===== src/rtl/mips_pipe_pkg.sv =====
// Shared definitions for the MIPS inter-stage pipeline registers.
// Default channel width, NOP bubble encoding, occupancy codes, channel indices.
package mips_pipe_pkg;

    localparam int          DEF_WIDTH       = 32;
    localparam logic [31:0] DEF_BUBBLE_WORD = 32'h0000_0000;  // sll $0,$0,0

    localparam logic [1:0] OCC_EMPTY = 2'd0;
    localparam logic [1:0] OCC_ONE   = 2'd1;
    localparam logic [1:0] OCC_FULL  = 2'd2;

    localparam int CH_INSTR = 0;
    localparam int CH_PC4   = 1;

    // The controller state encoding is the occupancy count itself.
    typedef enum logic [1:0] {
        ST_EMPTY = OCC_EMPTY,
        ST_ONE   = OCC_ONE,
        ST_FULL  = OCC_FULL
    } occ_state_e;

endpackage


===== src/rtl/pipe_stage_reg_if.sv =====
// Handshake/data bundle of one elastic pipeline stage register.
// stall_cnt exists only when PIPE_STALL_COUNT_EN is defined.
interface pipe_stage_reg_if #(
    parameter int WIDTH  = 32,
    parameter int NUM_CH = 2
`ifdef PIPE_STALL_COUNT_EN
    ,
    parameter int CNT_W  = 32
`endif
);

    // Handshake: a word moves on a rising edge where valid & ready are both 1.
    // The sender holds valid and data stable until taken; ready never depends
    // combinationally on valid.
    logic                      in_valid;
    logic                      in_ready;
    logic [NUM_CH*WIDTH-1:0]   in_data;
    logic                      flush;
    logic                      out_valid;
    logic                      out_ready;
    logic [NUM_CH*WIDTH-1:0]   out_data;
    logic [1:0]                occupancy;
`ifdef PIPE_STALL_COUNT_EN
    logic [CNT_W-1:0]          stall_cnt;
`endif

    modport master (
        output in_valid, in_data, flush, out_ready,
        input  in_ready, out_valid, out_data, occupancy
`ifdef PIPE_STALL_COUNT_EN
        , input stall_cnt
`endif
    );

    modport slave (
        input  in_valid, in_data, flush, out_ready,
        output in_ready, out_valid, out_data, occupancy
`ifdef PIPE_STALL_COUNT_EN
        , output stall_cnt
`endif
    );

endinterface


===== src/rtl/pipe_skid_ctrl.sv =====
// Valid/ready/occupancy controller for the one-entry skid pipeline register.
// Produces registered in_ready/out_valid and the data-register load strobes.
module pipe_skid_ctrl
    import mips_pipe_pkg::*;
(
    input  logic       clk,
    input  logic       reset,
    input  logic       i_in_valid,
    input  logic       i_out_ready,
    input  logic       i_flush,
    output logic       o_in_ready,
    output logic       o_out_valid,
    output logic [1:0] o_occupancy,
    output logic       o_load_main_in,
    output logic       o_load_main_skid,
    output logic       o_load_skid
);

    occ_state_e r_state;
    occ_state_e w_next;
    logic       r_in_ready;
    logic       r_out_valid;
    logic       w_accept;
    logic       w_drain;

    assign w_accept = i_in_valid & r_in_ready;
    assign w_drain  = r_out_valid & i_out_ready;

    always_ff @(posedge clk or negedge reset) begin
        if (!reset) begin
            r_state     <= ST_EMPTY;
            r_in_ready  <= 1'b1;
            r_out_valid <= 1'b0;
        end else begin
            r_state     <= w_next;
            r_in_ready  <= (w_next != ST_FULL);
            r_out_valid <= (w_next != ST_EMPTY);
        end
    end

    always_comb begin
        w_next           = r_state;
        o_load_main_in   = 1'b0;
        o_load_main_skid = 1'b0;
        o_load_skid      = 1'b0;
        if (i_flush) begin
            w_next = ST_EMPTY;
        end else begin
            case (r_state)
                ST_EMPTY: begin
                    if (w_accept) begin
                        w_next         = ST_ONE;
                        o_load_main_in = 1'b1;
                    end
                end
                ST_ONE: begin
                    if (w_accept && w_drain) begin
                        o_load_main_in = 1'b1;
                    end else if (w_accept) begin
                        w_next      = ST_FULL;
                        o_load_skid = 1'b1;
                    end else if (w_drain) begin
                        w_next = ST_EMPTY;
                    end
                end
                ST_FULL: begin
                    // in_ready is low here, so only a drain can move the state.
                    if (w_drain) begin
                        w_next           = ST_ONE;
                        o_load_main_skid = 1'b1;
                    end
                end
                default: w_next = ST_EMPTY;
            endcase
        end
    end

    assign o_in_ready  = r_in_ready;
    assign o_out_valid = r_out_valid;
    assign o_occupancy = r_state;

endmodule


===== src/rtl/pipe_stage_reg.sv =====
// Elastic NUM_CH x WIDTH pipeline register with one-entry skid buffer and flush.
// Optional saturating stall counter enabled by PIPE_STALL_COUNT_EN.
module pipe_stage_reg
    import mips_pipe_pkg::*;
#(
    parameter int               WIDTH       = DEF_WIDTH,
    parameter int               NUM_CH      = 2,
    parameter logic [WIDTH-1:0] BUBBLE_WORD = WIDTH'(DEF_BUBBLE_WORD)
`ifdef PIPE_STALL_COUNT_EN
    ,
    parameter int               CNT_W       = 32
`endif
) (
    input  logic             clk,
    input  logic             reset,
    pipe_stage_reg_if.slave  bus
);

    localparam int              DW         = NUM_CH * WIDTH;
    localparam logic [DW-1:0]   BUBBLE_VEC = {NUM_CH{BUBBLE_WORD}};

    logic [DW-1:0] r_main_d;
    logic [DW-1:0] r_skid_d;
    logic          w_in_ready;
    logic          w_out_valid;
    logic [1:0]    w_occupancy;
    logic          w_load_main_in;
    logic          w_load_main_skid;
    logic          w_load_skid;

    pipe_skid_ctrl u_ctrl (
        .clk              (clk),
        .reset            (reset),
        .i_in_valid       (bus.in_valid),
        .i_out_ready      (bus.out_ready),
        .i_flush          (bus.flush),
        .o_in_ready       (w_in_ready),
        .o_out_valid      (w_out_valid),
        .o_occupancy      (w_occupancy),
        .o_load_main_in   (w_load_main_in),
        .o_load_main_skid (w_load_main_skid),
        .o_load_skid      (w_load_skid)
    );

    // Flush overrides any load so both registers show the bubble afterwards.
    always_ff @(posedge clk or negedge reset) begin
        if (!reset) begin
            r_main_d <= BUBBLE_VEC;
            r_skid_d <= BUBBLE_VEC;
        end else if (bus.flush) begin
            r_main_d <= BUBBLE_VEC;
            r_skid_d <= BUBBLE_VEC;
        end else begin
            if (w_load_main_in) begin
                r_main_d <= bus.in_data;
            end else if (w_load_main_skid) begin
                r_main_d <= r_skid_d;
            end
            if (w_load_skid) begin
                r_skid_d <= bus.in_data;
            end
        end
    end

    assign bus.in_ready  = w_in_ready;
    assign bus.out_valid = w_out_valid;
    assign bus.out_data  = r_main_d;
    assign bus.occupancy = w_occupancy;

`ifdef PIPE_STALL_COUNT_EN
    logic [CNT_W-1:0] r_stall_cnt;

    // Counts edges where downstream refuses a valid word; survives flush.
    always_ff @(posedge clk or negedge reset) begin
        if (!reset) begin
            r_stall_cnt <= '0;
        end else if (w_out_valid && !bus.out_ready && (r_stall_cnt != '1)) begin
            r_stall_cnt <= r_stall_cnt + CNT_W'(1);
        end
    end

    assign bus.stall_cnt = r_stall_cnt;
`endif

endmodule


===== src/flat_wrapper.sv =====
// flat-port wrapper written by rule: the top's interface ports become plain ports
module pipe_stage_reg_flat import mips_pipe_pkg::*;
#(
    parameter int               WIDTH       = DEF_WIDTH,
    parameter int               NUM_CH      = 2,
    parameter logic [WIDTH-1:0] BUBBLE_WORD = WIDTH'(DEF_BUBBLE_WORD)

)
  (clk, reset, bus_in_valid, bus_in_data, bus_flush, bus_out_ready, bus_in_ready, bus_out_valid, bus_out_data, bus_occupancy);
  pipe_stage_reg_if #(.WIDTH(WIDTH), .NUM_CH(NUM_CH)) bus_i ();
  input  logic clk;
  input  logic reset;
  input wire logic [$bits(bus_i.in_valid)-1:0] bus_in_valid;
  input wire logic [$bits(bus_i.in_data)-1:0] bus_in_data;
  input wire logic [$bits(bus_i.flush)-1:0] bus_flush;
  input wire logic [$bits(bus_i.out_ready)-1:0] bus_out_ready;
  output wire logic [$bits(bus_i.in_ready)-1:0] bus_in_ready;
  output wire logic [$bits(bus_i.out_valid)-1:0] bus_out_valid;
  output wire logic [$bits(bus_i.out_data)-1:0] bus_out_data;
  output wire logic [$bits(bus_i.occupancy)-1:0] bus_occupancy;
  assign bus_i.in_valid = bus_in_valid;
  assign bus_i.in_data = bus_in_data;
  assign bus_i.flush = bus_flush;
  assign bus_i.out_ready = bus_out_ready;
  assign bus_in_ready = bus_i.in_ready;
  assign bus_out_valid = bus_i.out_valid;
  assign bus_out_data = bus_i.out_data;
  assign bus_occupancy = bus_i.occupancy;
  pipe_stage_reg #(.WIDTH(WIDTH), .NUM_CH(NUM_CH), .BUBBLE_WORD(BUBBLE_WORD)) u_core (.clk(clk), .reset(reset), .bus(bus_i));
endmodule

===== config.mk =====
export PLATFORM = sky130hd
export DESIGN_NAME = pipe_stage_reg_flat
export DESIGN_NICKNAME = d
export VERILOG_FILES = /design/src/rtl/mips_pipe_pkg.sv /design/src/rtl/pipe_stage_reg_if.sv /design/src/rtl/pipe_skid_ctrl.sv /design/src/rtl/pipe_stage_reg.sv /design/src/flat_wrapper.sv
export SDC_FILE = /design/constraint.sdc
export NUM_CORES = 1
export LEC_CHECK = 0
export BUFFER_PORTS_ARGS = -buffer_cell sky130_fd_sc_hd__buf_2
export CAP_MARGIN = 10
export CORE_MARGIN = 10
export CORE_UTILIZATION = 50
export CTS_BUF_LIST = sky130_fd_sc_hd__clkbuf_16
export DETAILED_ROUTE_END_ITERATION = 10
export PLACE_DENSITY = 0.74
export SLEW_MARGIN = 10
export SYNTH_ARGS = -nofsm -noshare
export SYNTH_HDL_FRONTEND = slang
export SYNTH_SLANG_ARGS = --single-unit

===== constraint.sdc =====
create_clock -name clk -period 1.63 [get_ports clk]
set_clock_uncertainty 0.1 [all_clocks]
set_input_delay 0.0815 -clock clk [delete_from_list [all_inputs] [get_ports clk]]
set_output_delay 0.0815 -clock clk [all_outputs]
set_load 0.02 [all_outputs]

==> results.cfg, run 1 <==
[yosys]
syn_nets = 744
yosysTopAreaCellShare = 0.524
synthesis.area_um2 = 6260
syn_inst = 675
netlist-cell-type-count = 26
synth-edff-count = 0
ys_seq_elements = 132
synth_area_leader_cell = dfrtp_1
synthTopCellsByCount = 131 x dfrtp_1, 131 x nand2_1, 66 x a21oi_1, 64 x nand3_1, 64 x nor3_1
synthTopCellsByArea = dfrtp_1 52%, nand2_1 7.9%, a311oi_1 6.2%
ys.warnings.count = 0
avgSynthCellArea_um2 = 9.27
synthArstFlopShare = 1.00
ys_seq_area_frac = 0.528
yosys_most_used_dff = dfrtp_1

[route]
routed_wl_um = 21000
dr.pass1.iters = 5
ant_nets = 0
drt_iter0_markers = 833
via_per_inst = 6.16
vias = 6421
drc_errors = 0
wire_per_inst_um = 20.2

[clock_network]
numCtsBuffers = 17
clkTransAtPathRegs_ps = 60
cts_tree = yes
clk_latency_ps = 410
cts_max_path_buffers = 2
clock_sinks = 132
clockRootBuffer = clkbuf_16
htree_levels = 4

[sta]
setup_slack_ps = -75.2
setup_viol_count_final = 2
hold_viol = 0
slew_headroom = 0.647
fin_crit_sh = 1.05
fin_tns_setup_ps = -101
worstMarginPinSlew_ps = 530
period_needed_ps = 1710
grt_setup_unrepaired = true
timing.fmax_mhz = 586
maxSlewViolCount = 0

[grt]
use_met1 = 0.265
grt.total_usage = 0.229
busiest_layer = met2
grt_pass1_wl_um = 33000
grt_util_met2 = 0.390
antenna_found_initial = 2
grt_max_degree = 85
overflow = 0
met3_usage = 0.0534
grt_pass1_vias = 6469

[floorplan]
die_area_um2 = 17400
die_w_um = 132
core_area_um2 = 12100
initial_core_util = 0.517
row_count = 40
boundaryPins = 137
die_h_um = 132

[place]
port_buffers = 136
gp_congestion = 0.803
placed_area_um2 = 7160
dp.final_hpwl_um = 12100

[setup_path]
arrival_ps = 1870
start_kind = flop
critPathCaptureType = flop
worstPathMaxFanout = 84
worst-setup-path-type = reg -> reg
cp.required_ps = 1800

[final_layout]
nFillCells = 827
num-nets-final = 928
synthToLayoutAreaGrowth_pct = 42.0
drive_gt1_frac = 0.306
stdcell_area_um2 = 8880

[status]
violations = negative setup slack
status = complete, but fails checks

[flow_run]
cap_violations = 0

[hold_path]
hold_path_class = in -> async

[power]
p_leak_nw = 3.81
ir_drop_uv = 802
powerDensity_nw_per_um2 = 1190
==> state kept, by name (all words and copies together) (netlist names) <==
signal / count
u_core.u_ctrl.o_occupancy: 2
u_core.bus.out_data: 64
u_core.u_ctrl.o_out_valid: 1
u_core.u_ctrl.o_in_ready: 1
u_core.r_skid_d: 64
==> per-stage QoR <==
stage	total power, mW	util	cells	worst slack, ps	hold slack (ps)
after floorplan	5.03	-	675	63.8	-314
after global placement	5.73	0.591	933	84.9	-79.7
after detailed placement	5.81	0.591	933	-18.5	-74.4
after CTS	10.4	0.713	1035	5.85	35.1
after global routing	10.9	0.734	1042	-134	73.1
final	10.6	0.734	1042	-75.2	47.0
==> critical path, stage by stage, from the launching register on <==
cell and delay (ps):
dfstp_2 530, nand3b_1 80, buf_4 170, buf_12 220, nor3_1 340, a311oi_2 110
==> cells by family after synthesis <==
logic type,share of synthesized area
buf+inv,0.0600
simple gates,0.189
flops,0.528
xor+xnor,0.00140
compound gates,0.221
==> area by class of cell <==
cell class | instances | area [um^2] | share of cell area
antenna | 2 | 5.00 | 0.000563
multi-input combinational | 466 | 2760 | 0.311
sequential | 132 | 3310 | 0.372
clock inverter | 15 | 251 | 0.0283
clock buffer | 17 | 425 | 0.0479
tap | 168 | 210 | 0.0237
timing repair buffer | 242 | 1920 | 0.216
==> final timing paths <==
| kind | startpoint | to | slack (ps) | depth (start not counted) |
|---|---|---|---|---|
| max | u_core.u_ctrl.o_in_ready$_DFF_PN1_ | u_core.bus.out_data[20]$_DFFE_PN0P_ | -80 | 5 |
| min | reset | u_core.bus.out_data[60]$_DFFE_PN0P_ | 50 | 2 |
| max reg2reg | u_core.u_ctrl.o_in_ready$_DFF_PN1_ | u_core.bus.out_data[20]$_DFFE_PN0P_ | -80 | 5 |
| min reg2reg | u_core.r_skid_d[37]$_DFFE_PN0P_ | u_core.r_skid_d[37]$_DFFE_PN0P_ | 440 | 2 |
| max in group asynchronous | reset | u_core.bus.out_data[40]$_DFFE_PN0P_ | 780 | 3 |
| min in group clk | bus_flush | u_core.r_skid_d[23]$_DFFE_PN0P_ | 60 | 2 |
==> cells in the final DEF (no fill, tap or decap), types with 32 or more instances in the layout <==
cell and n:
o21ai_0 36, a311oi_2 32, nand2_1 130, buf_2 134, a21oi_1 66, nor3_1 44, dfrtp_1 130, dlygate4sd3_1 67
nand3_1 64, a311oi_1 32
==> routing by layer <==
layer / wire length (um) / up-vias / part of all wire
met3: 1560 / 59 / 0.074
li1: - / 2827 / -
met4: 653 / 0 / 0.031
met5: 0 / - / 0
met2: 10700 / 378 / 0.51
met1: 8130 / 3157 / 0.39
==> what timing repair did <==
| action | CTS | global route |
|---|---|---|
| setup buffers | 1 | 3 |
| hold buffers | 67 | 0 |
| resized for setup | 12 | 38 |
| hold endpoints to repair | 250 | 0 |
| gates cloned | 2 | 2 |
| pin swaps | 0 | 4 |
| setup endpoints to repair | 8 | 68 |
==> report_power, final <==
| group | total, mW | switching [mW] | leakage (nW) | internal [mW] |
|---|---|---|---|---|
| combinational | 2.39 | 1.49 | 1.72 | 0.898 |
| sequential | 3.76 | 0.182 | 1.77 | 3.58 |
| clock | 4.41 | 1.53 | 0.321 | 2.89 |
(Power assumes the default switching activity.)
==> inputs of run 2 (changes only) <==
clock period = 1.7 ns   (was 1.63 ns; I/O delays follow)
==> run 2 against run 1 <==
  * The run now ends clean
  * Highest routed layer unchanged
  * Sequential cell count unchanged
  * Critical path type unchanged
  * Global-route usage down 0.95 points
  * Sequential share of layout area up 1.9 points
  * Hold slack worse by 41 ps
  * First-iteration DRC count up 0.96%
  * Die area unchanged
  * Via count down 1.0%
  * Clock power down 29%
==> results.cfg, run 2 (synthesis gave the netlist of run 1 again) <==
[clock_network]
clockRootBuffer = clkbuf_16
htree_levels = 4
numCtsBuffers = 17
cts_tree = yes
clk_latency_ps = 420
clkTransAtPathRegs_ps = 60
clock_sinks = 132
cts_max_path_buffers = 2

[grt]
grt_pass1_wl_um = 32000
antenna_found_initial = 3
grt_pass1_vias = 6324
overflow = 0
grt.total_usage = 0.219
grt_max_degree = 85

[place]
dp.final_hpwl_um = 12000
port_buffers = 136
post-place-ws_ps = 42.6
gp_congestion = 0.797
placed_area_um2 = 7150

[floorplan]
initial_core_util = 0.517
row_count = 40
boundaryPins = 137
die_area_um2 = 17400
die_w_um = 132
core_area_um2 = 12100
die_h_um = 132

[route]
wire_per_inst_um = 19.5
drc_errors = 0
vias = 6354
dr.pass1.iters = 5
via_per_inst = 6.12
ant_nets = 0
drt_iter0_markers = 841
routed_wl_um = 20200

[final_layout]
drive_gt1_frac = 0.263
final_common_cell = buf_2
layout_common_cells = 134 x buf_2, 131 x nand2_1, 129 x dfrtp_1, 67 x dlygate4sd3_1, 66 x a21oi_1
stdcell_area_um2 = 8450
num-nets-final = 924
nFillCells = 927
synthToLayoutAreaGrowth_pct = 35.1

[setup_path]
r2r-start = u_core.u_ctrl.o_in_ready$_DFF_PN1_
critPathCaptureType = flop
cp.required_ps = 1870
startpoint = u_core.u_ctrl.o_in_ready$_DFF_PN1_
worst-setup-path-type = reg -> reg
worstPathMaxFanout = 9
arrival_ps = 1830
ff2ff_setup_slack_ps = 40
start_kind = flop

[power]
power_frac_comb = 0.243
powerDensity_nw_per_um2 = 1050
p_seq_frac = 0.406
switching_share = 0.322
p_switching_mw = 2.87
p_leak_nw = 3.63
p_int_mw = 6.03
p_clk_frac = 0.352
ir_drop_uv = 681

[sta]
maxSlewViolCount = 0
period_needed_ps = 1660
worstMarginPinSlew_ps = 408
fin_crit_sh = 0.978
slew_headroom = 0.728
setup_viol_count_final = 0
fin_tns_setup_ps = 0
timing.fmax_mhz = 601
hold_viol = 0
setup_slack_ps = 36.9

[hold_path]
min-delay-start = bus_out_ready
hold_path_class = in -> reg

[flow_run]
cap_violations = 0

[status]
status = complete, no violations
[run 2: changes by cell type in the layout (fill, tap and decap cells not counted), moves of 5 or more]
cell and change:
nor3_1 +20, nor3_2 -20, a311oi_1 +7, a311oi_2 -7
bufinv_16 -6, clkinv_1 +5
[run 2: path summary, 6_finish.rpt]
kind	endpoint	depth (start not counted)
max reg2reg	u_core.bus.out_data[1]$_DFFE_PN0P_	5
min reg2reg	u_core.bus.out_data[59]$_DFFE_PN0P_	2
min	u_core.u_ctrl.o_occupancy[1]$_DFF_PN0_	4
max	u_core.bus.out_data[1]$_DFFE_PN0P_	5
max in group asynchronous	u_core.bus.out_data[26]$_DFFE_PN0P_	3
min in group asynchronous	u_core.bus.out_data[58]$_DFFE_PN0P_	2
[run 2: layout make-up]
cell class | instances | area, um^2 | area share
diodes | 3 | 7.51 | 0.000888
well taps | 168 | 210 | 0.0249
flip-flops and latches | 132 | 3310 | 0.391
clock buffers | 17 | 425 | 0.0503
multi-input cells | 466 | 2620 | 0.310
clock inverters | 14 | 75.1 | 0.00888
repair buffers | 238 | 1810 | 0.214
[run 2: power by group through the flow]
| stage | Sequential, mW | Combinational, mW | Clock [mW] |
|---|---|---|---|
| floorplan | 3.89 | 0.932 | 0 |
| global placement | 3.64 | 1.86 | 0 |
| detailed placement | 3.65 | 1.91 | 0 |
| CTS | 3.60 | 2.03 | 3.16 |
| global route | 3.64 | 2.33 | 3.31 |
| finish | 3.61 | 2.16 | 3.13 |
[run 2: layer usage]
layer	GRT usage	wire length [um]	share of wire	vias to the layer above
li1	-	-	-	2812
met1	0.260	8120	0.40	3121
met2	0.367	10100	0.50	373
met3	0.0541	1540	0.076	48
met4	0.0983	504	0.025	0
met5	0	0	0	-
[run 2: critical path, stage by stage (launching register included)]
cell and delay, ps:
dfstp_2 560, nand3b_1 160, buf_4 200, buf_4 160
nor3_1 240, a311oi_2 100
[run 2: through the flow]
stage          total power [mW]  std cells   util  hold WS (ps)
5_1_grt                    9.28       1037  0.698          58.6
2_1_floorplan              4.82        675      -          -311
3_3_place_gp               5.50        931  0.590         -91.0
3_5_place_dp               5.56        931  0.590         -87.2
6_report                   8.90       1038  0.698          5.87
4_1_cts                    8.80       1029  0.687          3.85
[run 2: timing repair]
action,in CTS,in global routing
endpoints found under the hold margin,255,0
resized for setup,0,16
hold buffers,67,0
setup endpoints to repair,0,37
setup buffers,0,3
